$ cat config.mk
export PLATFORM = sky130hd
export DESIGN_NAME = deu_ibuf
export DESIGN_NICKNAME = d
export VERILOG_FILES = /design/src/rtl/deu_pkg.sv /design/src/rtl/deu_ibuf_ram.sv /design/src/rtl/deu_ibuf.sv
export SDC_FILE = /design/constraint.sdc
export NUM_CORES = 1
export LEC_CHECK = 0
export BUFFER_PORTS_ARGS = -buffer_cell sky130_fd_sc_hd__buf_2
export CORE_ASPECT_RATIO = 1.5
export CORE_MARGIN = 2
export CORE_UTILIZATION = 60
export CTS_BUF_LIST = sky130_fd_sc_hd__clkbuf_8
export DETAILED_ROUTE_END_ITERATION = 6
export HOLD_SLACK_MARGIN = 0.1
export PLACE_DENSITY = 0.83
export SYNTH_ARGS = -nofsm -noshare
export SYNTH_HDL_FRONTEND = slang
export SYNTH_SLANG_ARGS = --single-unit
$ cat constraint.sdc
create_clock -name clk -period 12.6 [get_ports clk]
set_input_delay 2.52 -clock clk [delete_from_list [all_inputs] [get_ports clk]]
set_output_delay 2.52 -clock clk [all_outputs]
set_load 0.02 [all_outputs]
$ cat src/rtl/deu_pkg.sv
// rtl/deu_pkg.sv - shared types and default geometry for the decode instruction buffer
`ifndef LA64_PC_WIDTH
`define LA64_PC_WIDTH 64
`endif

package deu_pkg;
    localparam int DEF_DEPTH   = 8;
    localparam int DEF_FETCH_W = 2;
    localparam int DEF_DEC_W   = 2;
    localparam int DEF_INST_W  = 32;

    // pc bit 0 is always zero, so entries keep bits [PC_WIDTH-1:1]
    localparam int PC_W = `LA64_PC_WIDTH - 1;

    localparam int DEF_PTR_W = $clog2(DEF_DEPTH);
    localparam int DEF_CNT_W = $clog2(DEF_DEPTH + 1);

    typedef struct packed {
        logic [`LA64_PC_WIDTH-1:1] pc;
        logic [DEF_INST_W-1:0]     inst;
    } ib_entry_t;

    function automatic int cnt_width(input int n);
        return $clog2(n + 1);
    endfunction
endpackage

$ cat src/rtl/deu_ibuf_ram.sv
// rtl/deu_ibuf_ram.sv - entry array, FETCH_W write ports, DEC_W asynchronous read ports
module deu_ibuf_ram
    import deu_pkg::*;
#(
    parameter int DEPTH   = DEF_DEPTH,
    parameter int FETCH_W = DEF_FETCH_W,
    parameter int DEC_W   = DEF_DEC_W,
    parameter int INST_W  = DEF_INST_W,
    localparam int PTR_W  = $clog2(DEPTH)
) (
    input  logic              clk,
    input  logic              we    [FETCH_W],
    input  logic [PTR_W-1:0]  waddr [FETCH_W],
    input  logic [PC_W-1:0]   wpc   [FETCH_W],
    input  logic [INST_W-1:0] winst [FETCH_W],
    input  logic [PTR_W-1:0]  raddr [DEC_W],
    output logic [PC_W-1:0]   rpc   [DEC_W],
    output logic [INST_W-1:0] rinst [DEC_W]
);
    typedef struct packed {
        logic [PC_W-1:0]   pc;
        logic [INST_W-1:0] inst;
    } ram_entry_t;

    ram_entry_t mem [DEPTH];

    // write addresses within one cycle are always distinct (consecutive mod DEPTH)
    always_ff @(posedge clk) begin
        for (int i = 0; i < FETCH_W; i++) begin
            if (we[i]) begin
                mem[waddr[i]] <= '{pc: wpc[i], inst: winst[i]};
            end
        end
    end

    always_comb begin
        for (int j = 0; j < DEC_W; j++) begin
            rpc[j]   = mem[raddr[j]].pc;
            rinst[j] = mem[raddr[j]].inst;
        end
    end
endmodule

$ cat src/rtl/deu_ibuf.sv
// rtl/deu_ibuf.sv - pointer-based decode instruction buffer; optional same-cycle bypass via DEU_IBUF_BYPASS_EN
module deu_ibuf
    import deu_pkg::*;
#(
    parameter int DEPTH   = DEF_DEPTH,
    parameter int FETCH_W = DEF_FETCH_W,
    parameter int DEC_W   = DEF_DEC_W,
    parameter int INST_W  = DEF_INST_W,
    localparam int FC_W   = $clog2(FETCH_W + 1),
    localparam int DC_W   = $clog2(DEC_W + 1),
    localparam int CNT_W  = $clog2(DEPTH + 1)
) (
    input  logic                      clk,
    input  logic                      rst_n,
    input  logic                      flush,
    input  logic                      ifu_valid,
    input  logic [FC_W-1:0]           ifu_cnt,
    input  logic [FETCH_W*PC_W-1:0]   ifu_pc,
    input  logic [FETCH_W*INST_W-1:0] ifu_inst,
    output logic                      ifu_ready,
    output logic [DEC_W-1:0]          dec_valid,
    output logic [DEC_W*PC_W-1:0]     dec_pc,
    output logic [DEC_W*INST_W-1:0]   dec_inst,
    input  logic [DC_W-1:0]           dec_take,
    output logic [CNT_W-1:0]          ib_cnt
);
    localparam int PTR_W = $clog2(DEPTH);

    logic [PTR_W-1:0] head, tail;
    logic [CNT_W-1:0] count;

    logic             accept;
    logic [CNT_W-1:0] n_in, n_take, n_wr, n_out, skip, avail, avail_arr, take_w;

    logic              we    [FETCH_W];
    logic [PTR_W-1:0]  waddr [FETCH_W];
    logic [PC_W-1:0]   wpc   [FETCH_W];
    logic [INST_W-1:0] winst [FETCH_W];
    logic [PTR_W-1:0]  raddr [DEC_W];
    logic [PC_W-1:0]   rpc   [DEC_W];
    logic [INST_W-1:0] rinst [DEC_W];

    assign ifu_ready = (CNT_W'(DEPTH) - count) >= CNT_W'(FETCH_W);
    assign ib_cnt    = count;
    assign accept    = ifu_valid & ifu_ready & ~flush;
    assign n_in      = accept ? CNT_W'(ifu_cnt) : '0;
    assign avail_arr = (count > CNT_W'(DEC_W)) ? CNT_W'(DEC_W) : count;
    assign take_w    = CNT_W'(dec_take);
    assign n_take    = (take_w > avail) ? avail : take_w;
    assign n_wr      = n_in - skip;

`ifdef DEU_IBUF_BYPASS_EN
    logic             byp_act;
    logic [CNT_W-1:0] byp_n;

    assign byp_act = accept && (count == '0);
    assign byp_n   = (n_in > CNT_W'(DEC_W)) ? CNT_W'(DEC_W) : n_in;
    assign avail   = byp_act ? byp_n : avail_arr;
    // bypassed slots that decode consumes never reach the array
    assign skip    = byp_act ? n_take : '0;
    assign n_out   = byp_act ? '0 : n_take;

    always_comb begin
        dec_valid = '0;
        dec_pc    = '0;
        dec_inst  = '0;
        for (int j = 0; j < DEC_W; j++) begin
            if (byp_act) begin
                dec_valid[j] = CNT_W'(j) < byp_n;
                if (j < FETCH_W) begin
                    dec_pc[j*PC_W +: PC_W]       = ifu_pc[j*PC_W +: PC_W];
                    dec_inst[j*INST_W +: INST_W] = ifu_inst[j*INST_W +: INST_W];
                end
            end else begin
                dec_valid[j]                 = CNT_W'(j) < count;
                dec_pc[j*PC_W +: PC_W]       = rpc[j];
                dec_inst[j*INST_W +: INST_W] = rinst[j];
            end
        end
    end
`else
    assign avail = avail_arr;
    assign skip  = '0;
    assign n_out = n_take;

    always_comb begin
        dec_valid = '0;
        dec_pc    = '0;
        dec_inst  = '0;
        for (int j = 0; j < DEC_W; j++) begin
            dec_valid[j]                 = CNT_W'(j) < count;
            dec_pc[j*PC_W +: PC_W]       = rpc[j];
            dec_inst[j*INST_W +: INST_W] = rinst[j];
        end
    end
`endif

    // write port i carries fetch slot i+skip to entry tail+i
    always_comb begin
        for (int i = 0; i < FETCH_W; i++) begin
            we[i]    = (CNT_W'(i) + skip) < n_in;
            waddr[i] = tail + PTR_W'(i);
            wpc[i]   = '0;
            winst[i] = '0;
            for (int k = 0; k < FETCH_W; k++) begin
                if (CNT_W'(k) == CNT_W'(i) + skip) begin
                    wpc[i]   = ifu_pc[k*PC_W +: PC_W];
                    winst[i] = ifu_inst[k*INST_W +: INST_W];
                end
            end
        end
        for (int j = 0; j < DEC_W; j++) begin
            raddr[j] = head + PTR_W'(j);
        end
    end

    deu_ibuf_ram #(
        .DEPTH   (DEPTH),
        .FETCH_W (FETCH_W),
        .DEC_W   (DEC_W),
        .INST_W  (INST_W)
    ) u_ram (
        .clk   (clk),
        .we    (we),
        .waddr (waddr),
        .wpc   (wpc),
        .winst (winst),
        .raddr (raddr),
        .rpc   (rpc),
        .rinst (rinst)
    );

    always_ff @(posedge clk or negedge rst_n) begin
        if (!rst_n) begin
            head  <= '0;
            tail  <= '0;
            count <= '0;
        end else if (flush) begin
            head  <= '0;
            tail  <= '0;
            count <= '0;
        end else begin
            head  <= head + PTR_W'(n_out);
            tail  <= tail + PTR_W'(n_wr);
            count <= count + n_wr - n_out;
        end
    end

    a_take_le_valid : assert property (@(posedge clk) disable iff (!rst_n)
        flush || (take_w <= avail));
endmodule
==> out/qor.yml, run 1 <==
finalCritPeriodShare_pct: 59.9
hold_class: "register to register"
period_needed_ns: 7.55
htreeDepth: 3
timing.rr.start: "ib_cnt[0]$_DFF_PN0_"
clockBufferDepth: 3
async_flop_share_pct: 1.30
yosysTopAreaCellShare_pct: 51.6
drt_iter0_drc: 2683
critPathArrivalTime_ns: 5.03
fin_cells: 3858
dp_hpwl_um: 67900
core_area_um2: 73400
vias_per_cell: 6.90
rows: 122
hold_start: "ib_cnt[0]$_DFF_PN0_"
hold_depth: 2
cts.sinks: 770
synthTopCellsByArea: "edfxtp_1, mux2_2, mux4_2"
path_clk_slew_ns: 0.06
start_kind: "register"
seq_area_frac_synth_pct: 52.1
pre_cts_ws_ns: 5.80
hold_buffers: 0
wl_um: 121000
area_growth_pct: 10.9
synth_top_family_by_area: "multiplexers"
drtAntennaViolNets: 0
rsz0062_at_grt: "false"
synth_cell_type_count: 36
clock_latency_ns: 0.76
io_pins: 395
gp_congestion: 0.846
slew_headroom_pct: 20.5
synthCells: 2392
synth_top_cell_by_area: "edfxtp_1"
antenna_found_initial: 43
placedCellCount: 3633
grt_pass1_vias: 28300
synth_mux_area_share_pct: 43.7
cts_tree: "done"
crit_fanout: 53
p_leak_nw: 16.2
critPathKind: "register to primary output"
clock.fmax_mhz: 132
yosys.area_share.simple_pct: 0.450
route.vias.total: 26600
grt_overflow: 0
final_core_util_pct: 66.8
fillCellCount: 4910
slew_violations: 0
setup_ws_ns: 5.05
worstPathRequired_ns: 10.08
max_cap_violations: 0
status: "finished, final reports clean"
tightest_slew_ns: 1.19
gr-usage-all-layers_pct: 32.2
post_cts_resized: 0
ys_seq_elements: 770
synthAdderAreaFrac_pct: 0.549
final_nets: 2972
cp-end-kind: "primary output"
yosys_warnings: 0
synth_nets: 2607
initial_utilization_pct: 60.3
fp.dieW_um: 226
max-vdd-ir-drop_uv: 181
cts-root-buf: "clkbuf_8"
synth_xor_xnor_area_share_pct: 0.156
power.density_nw_per_um2: 206
reg2reg_depth: 9
syn_area_per_cell_um2: 18.5
post-cts-setup-buffers: 0
drive_gt1_share_pct: 67.9
syn_area_um2: 44200
grt_max_degree: 71
synth_flop_cell: "edfxtp_1"
p_total_w: 0.0101
dr.pass1.iters: 7
grt_pass1_wl_um: 179000
hold_viol_final: 0
wl_per_cell_um: 31.4
r2r-end: "u_ram.mem[7][67]$_DFFE_PP_"
die-area_um2: 76000
io_buffers: 394
fin_setup_tns_ns: 0
cts_made_buffers: 114
synth_edf_count: 760
min_delay_worst_endpoint: "ib_cnt[0]$_DFF_PN0_"
synth_compound_area_share_pct: 0.506
die_y_um: 337
finalSetupViolations: 0
r2r_setup_slack_ns: 8.12
drc: 0
fin_skew_ns: 0.0210
## sequential cells by signal, summed over array words and instances, names as in the netlist
signal,count
head,3
ib_cnt,4
u_ram.mem,760
tail,3
## synth_stat cells (all sizes together), types with 2 or more instances
master  number
nand3        5
a21oi        5
xnor2        5
nor2         8
a211o        4
ha          13
inv         10
a211oi       2
nand2        9
fa           4
clkbuf      46
mux2       952
edfxtp     760
nand2b       3
o21bai       6
dfrtp       10
mux4       380
xor2         2
o21a         2
o21ai        4
nor2b        8
buf        146
and3         2
## through the flow
| stage | area [um2] | hold WS [ns] |
|---|---|---|
| 2_1_floorplan | 44200 | 0.625 |
| 3_3_place_gp | 46900 | 0.686 |
| 3_5_place_dp | 46900 | 0.718 |
| 4_1_cts | 49000 | 0.734 |
| 5_1_grt | 49100 | 0.793 |
| 6_report | 49100 | 0.722 |
## power by group
| group | switching [W] | internal [W] | total [W] | leakage, nW |
|---|---|---|---|---|
| clock | 0.000972 | 0.000929 | 0.00190 | 1.22 |
| combinational | 0.00280 | 0.00232 | 0.00512 | 7.95 |
| sequential | 0.000149 | 0.00296 | 0.00311 | 6.99 |
| total | 0.00392 | 0.00621 | 0.0101 | 16.2 |
## worst max-delay path, stage by stage (launching register included)
cell	delay (ns)
dfrtp_4	1.07
ha_4	0.27
xor2_4	0.78
buf_4	0.75
buf_4	0.69
mux2_2	0.42
buf_2	0.17
## placed cells by master (no fill, tap or decap), types with 3 or more instances in the layout
cell type  count
dfrtp_1        7
clkbuf_8     119
nand2_1        9
buf_2        394
nor2b_1        8
inv_1         54
o21bai_4       6
mux4_2       380
ha_1          12
fa_1           4
nand3_1        5
dfrtp_4        3
mux2_2       935
a21oi_4        4
clkinv_1      26
diode_2       21
clkinv_2       8
edfxtp_1     760
xnor2_1        4
mux2_4        17
nor2_1         8
nand2b_1       3
bufinv_16      3
buf_4         47
## logic make-up after synthesis
logic type                 Yosys count
adders and majority gates           17
DFF                                770
muxes                             1332
buffers and inverters              202
xor gates and xnor gates             7
and+or+nand+nor                     38
AOI/OAI and AO/OA                   26
## area by class of cell
type,count,area [um2],area share (%)
clock inverter,85,433,0.882
inverter,10,37.5,0.0765
tap,992,1240,2.53
antenna,21,52.6,0.107
sequential,770,23100,47.0
timing repair buffer,441,2320,4.74
clock buffer,119,1640,3.34
multi-input combinational,1420,20300,41.3
## per-layer routing
layer | vias to the layer above | part of all wire (%) | GRT usage (%) | wire (um)
met5 | - | 0.25 | 0 | 299
met3 | 277 | 9.1 | 7.24 | 11100
met1 | 14100 | 37 | 41.0 | 44500
met4 | 46 | 3.6 | 13.1 | 4350
li1 | 10800 | - | - | -
met2 | 1380 | 50 | 53.8 | 61100
## worst max path at each step
stage                                  from                   endpoint  cells past startpoint
after floorplan                   ifu_valid  u_ram.mem[0][0]$_DFFE_PP_                      4
after global placement    head[0]$_DFF_PN0_               dec_inst[53]                      6
after detailed placement  head[0]$_DFF_PN0_               dec_inst[62]                      6
after CTS                 head[0]$_DFF_PN0_               dec_inst[62]                      6
after global routing      head[0]$_DFF_PN0_               dec_inst[34]                      5
final                     head[0]$_DFF_PN0_               dec_inst[62]                      6
(Power assumes the default switching activity.)
==> run 2, diff against run 1 <==
Clock period 12.6 ns to 7.7 ns, I/O delays scaled along.
==> run 2 against run 1 <==
Net effect:
- combinational power up 63%
- critical path depth decreased by 2
- die area did not move
- total power up 63%
- clock skew rose by 0.018 ns
- clock-buffer cell count shrank 4
- worst hold slack worse by 0.075 ns
- via count decreased by 1.5%
- largest cell class unchanged
==> out/qor.yml, run 2 (same netlist as run 1, synthesis figures left out) <==
finalCritPeriodShare_pct: 69.9
cp_top_family: "flip-flops"  # was buffers and inverters
largest_reg_flops: 760  # unchanged
max_cap_violations: 0  # unchanged
p_leak_nw: 16.1  # was 16.2 nW
holdWs_ns: 0.647  # was 0.722 ns
dr.pass1.iters: 5  # was 7
hold_buffers: 0  # unchanged
route.vias.total: 26200  # was 26.6k
cts_made_buffers: 114  # unchanged
worstPathRequired_ns: 6.16  # was 10.08 ns
wl_per_cell_um: 31.0  # was 31.4 um
slew_violations: 0  # unchanged
final_nets: 2967  # was 2,972
clockBufferDepth: 3  # unchanged
htreeDepth: 3  # unchanged
status: "finished, final reports clean"  # unchanged
finalSetupViolations: 0  # unchanged
grt_pass1_wl_um: 176000  # was 179,000 um
drtAntennaViolNets: 0  # unchanged
start_kind: "register"  # unchanged
die_y_um: 337  # unchanged
startpoint: "head[1]$_DFF_PN0_"  # was head[0]$_DFF_PN0_
cts.sinks: 770  # unchanged
fp.dieW_um: 226  # unchanged
crit_chain: "buf_12, mux4_2, mux2_2, buf_2"  # was ha_4, xor2_4, buf_4, buf_4, mux2_2, buf_2
hold_viol_final: 0  # unchanged
io_buffers: 394  # unchanged
layout_commonest_cell: "mux2_2"  # unchanged
rsz0062_at_grt: "false"  # unchanged
initial_utilization_pct: 60.3  # unchanged
path_clk_slew_ns: 0.06  # about the same
clock.fmax_mhz: 186
finish.instance_area_um2: 49200  # was 49,100 um2
slew_headroom_pct: 17.0  # was 20.5%
dp_hpwl_um: 65200  # was 67,900 um
io_pins: 395  # unchanged
period_needed_ns: 5.38
timing.rr.start: "ib_cnt[0]$_DFF_PN0_"  # unchanged
cp-end-kind: "primary output"  # unchanged
p_total_w: 0.0166  # was 0.0101 W
grt_pass1_vias: 28200  # was 28.3k
antenna_found_initial: 42  # was 43
power.density_nw_per_um2: 336  # was 206 nW/um2
hold_class: "input port to asynchronous set/reset pin"  # was register to register
vias_per_cell: 6.80  # was 6.90
drc: 0  # unchanged
post-cts-setup-buffers: 0  # unchanged
critPathKind: "register to primary output"  # unchanged
core_area_um2: 73400  # unchanged
cts_tree: "done"  # unchanged
crit_path_top_delay_cell: "dfrtp_4"  # unchanged
die-area_um2: 76000  # unchanged
drt_iter0_drc: 2214  # was 2,683
tightest_slew_ns: 1.24  # was 1.19 ns
clock_latency_ns: 0.76  # about the same
critPathBufInv: 2  # was 3
rows: 122  # unchanged
cp_slowest_stage_delay_ns: 0.94  # was 1.07 ns
fillCellCount: 4954  # was 4,910
cts-root-buf: "clkbuf_8"  # unchanged
area_growth_pct: 11.2  # was 10.9%
place_area_um2: 47100  # was 46,900 um2
fin_setup_tns_ns: 0  # unchanged
crit_fanout: 113  # was 53
drive_gt1_share_pct: 68.1  # was 67.9%
gp_congestion: 0.795  # was 0.846
wl_um: 119000  # was 121,000 um
gr-usage-all-layers_pct: 31.7  # was 32.2%
post_cts_resized: 0  # unchanged
max-vdd-ir-drop_uv: 644  # was 181 uV
grt_overflow: 0  # unchanged
grt_max_degree: 153  # was 71
critPathArrivalTime_ns: 3.84  # was 5.03 ns
layout_common_cells: "mux2_2, edfxtp_1, buf_2, mux4_2, clkbuf_8"  # unchanged
fin_skew_ns: 0.0389  # was 0.0210 ns
run 2: cell type report:
type	count	area, um2	area share [%]
Antenna cell	22	55.1	0.112
Clock buffer	115	1580	3.22
Clock inverter	90	505	1.03
Inverter	10	37.5	0.0763
Multi-Input combinational cell	1420	20300	41.2
Sequential cell	770	23100	46.9
Tap cell	992	1240	2.52
Timing Repair Buffer	436	2440	4.95
run 2: worst paths after layout:
path | slack, ns | cells after the start | to
setup / recovery | 2.32 | 4 | dec_pc[32]
hold reg to reg | 0.76 | 2 | tail[2]$_DFF_PN0_
setup reg to reg | 3.71 | 7 | u_ram.mem[0][32]$_DFFE_PP_
hold / removal | 0.65 | 1 | ib_cnt[0]$_DFF_PN0_
max in group asynchronous | 6.81 | 1 | head[1]$_DFF_PN0_
min in group clk | 0.76 | 2 | tail[2]$_DFF_PN0_
run 2: report_power, final:
group / leakage [nW] / internal [W] / switching, W
Clock: 1.18 / 0.00155 / 0.00159
Combinational: 7.96 / 0.00380 / 0.00453
Sequential: 6.99 / 0.00485 / 0.000233
run 2: layer usage:
layer / global-route usage (%) / up-vias / share of wire [%]
met4: 13.8 / 42 / 3.7
met3: 8.15 / 305 / 8.9
met5: 0 / - / 0.22
met2: 54.1 / 1295 / 51
met1: 38.1 / 13700 / 36
li1: - / 10800 / -
run 2: through the flow:
step                utilization [%]  std cells  setup slack (ns)
finish                         67.0       3855              2.32
global route                   67.0       3854              2.08
CTS                            66.9       3833              2.20
detailed placement             64.1       3628              3.06
global placement               64.1       3628              3.07
floorplan                         -       2392             0.550
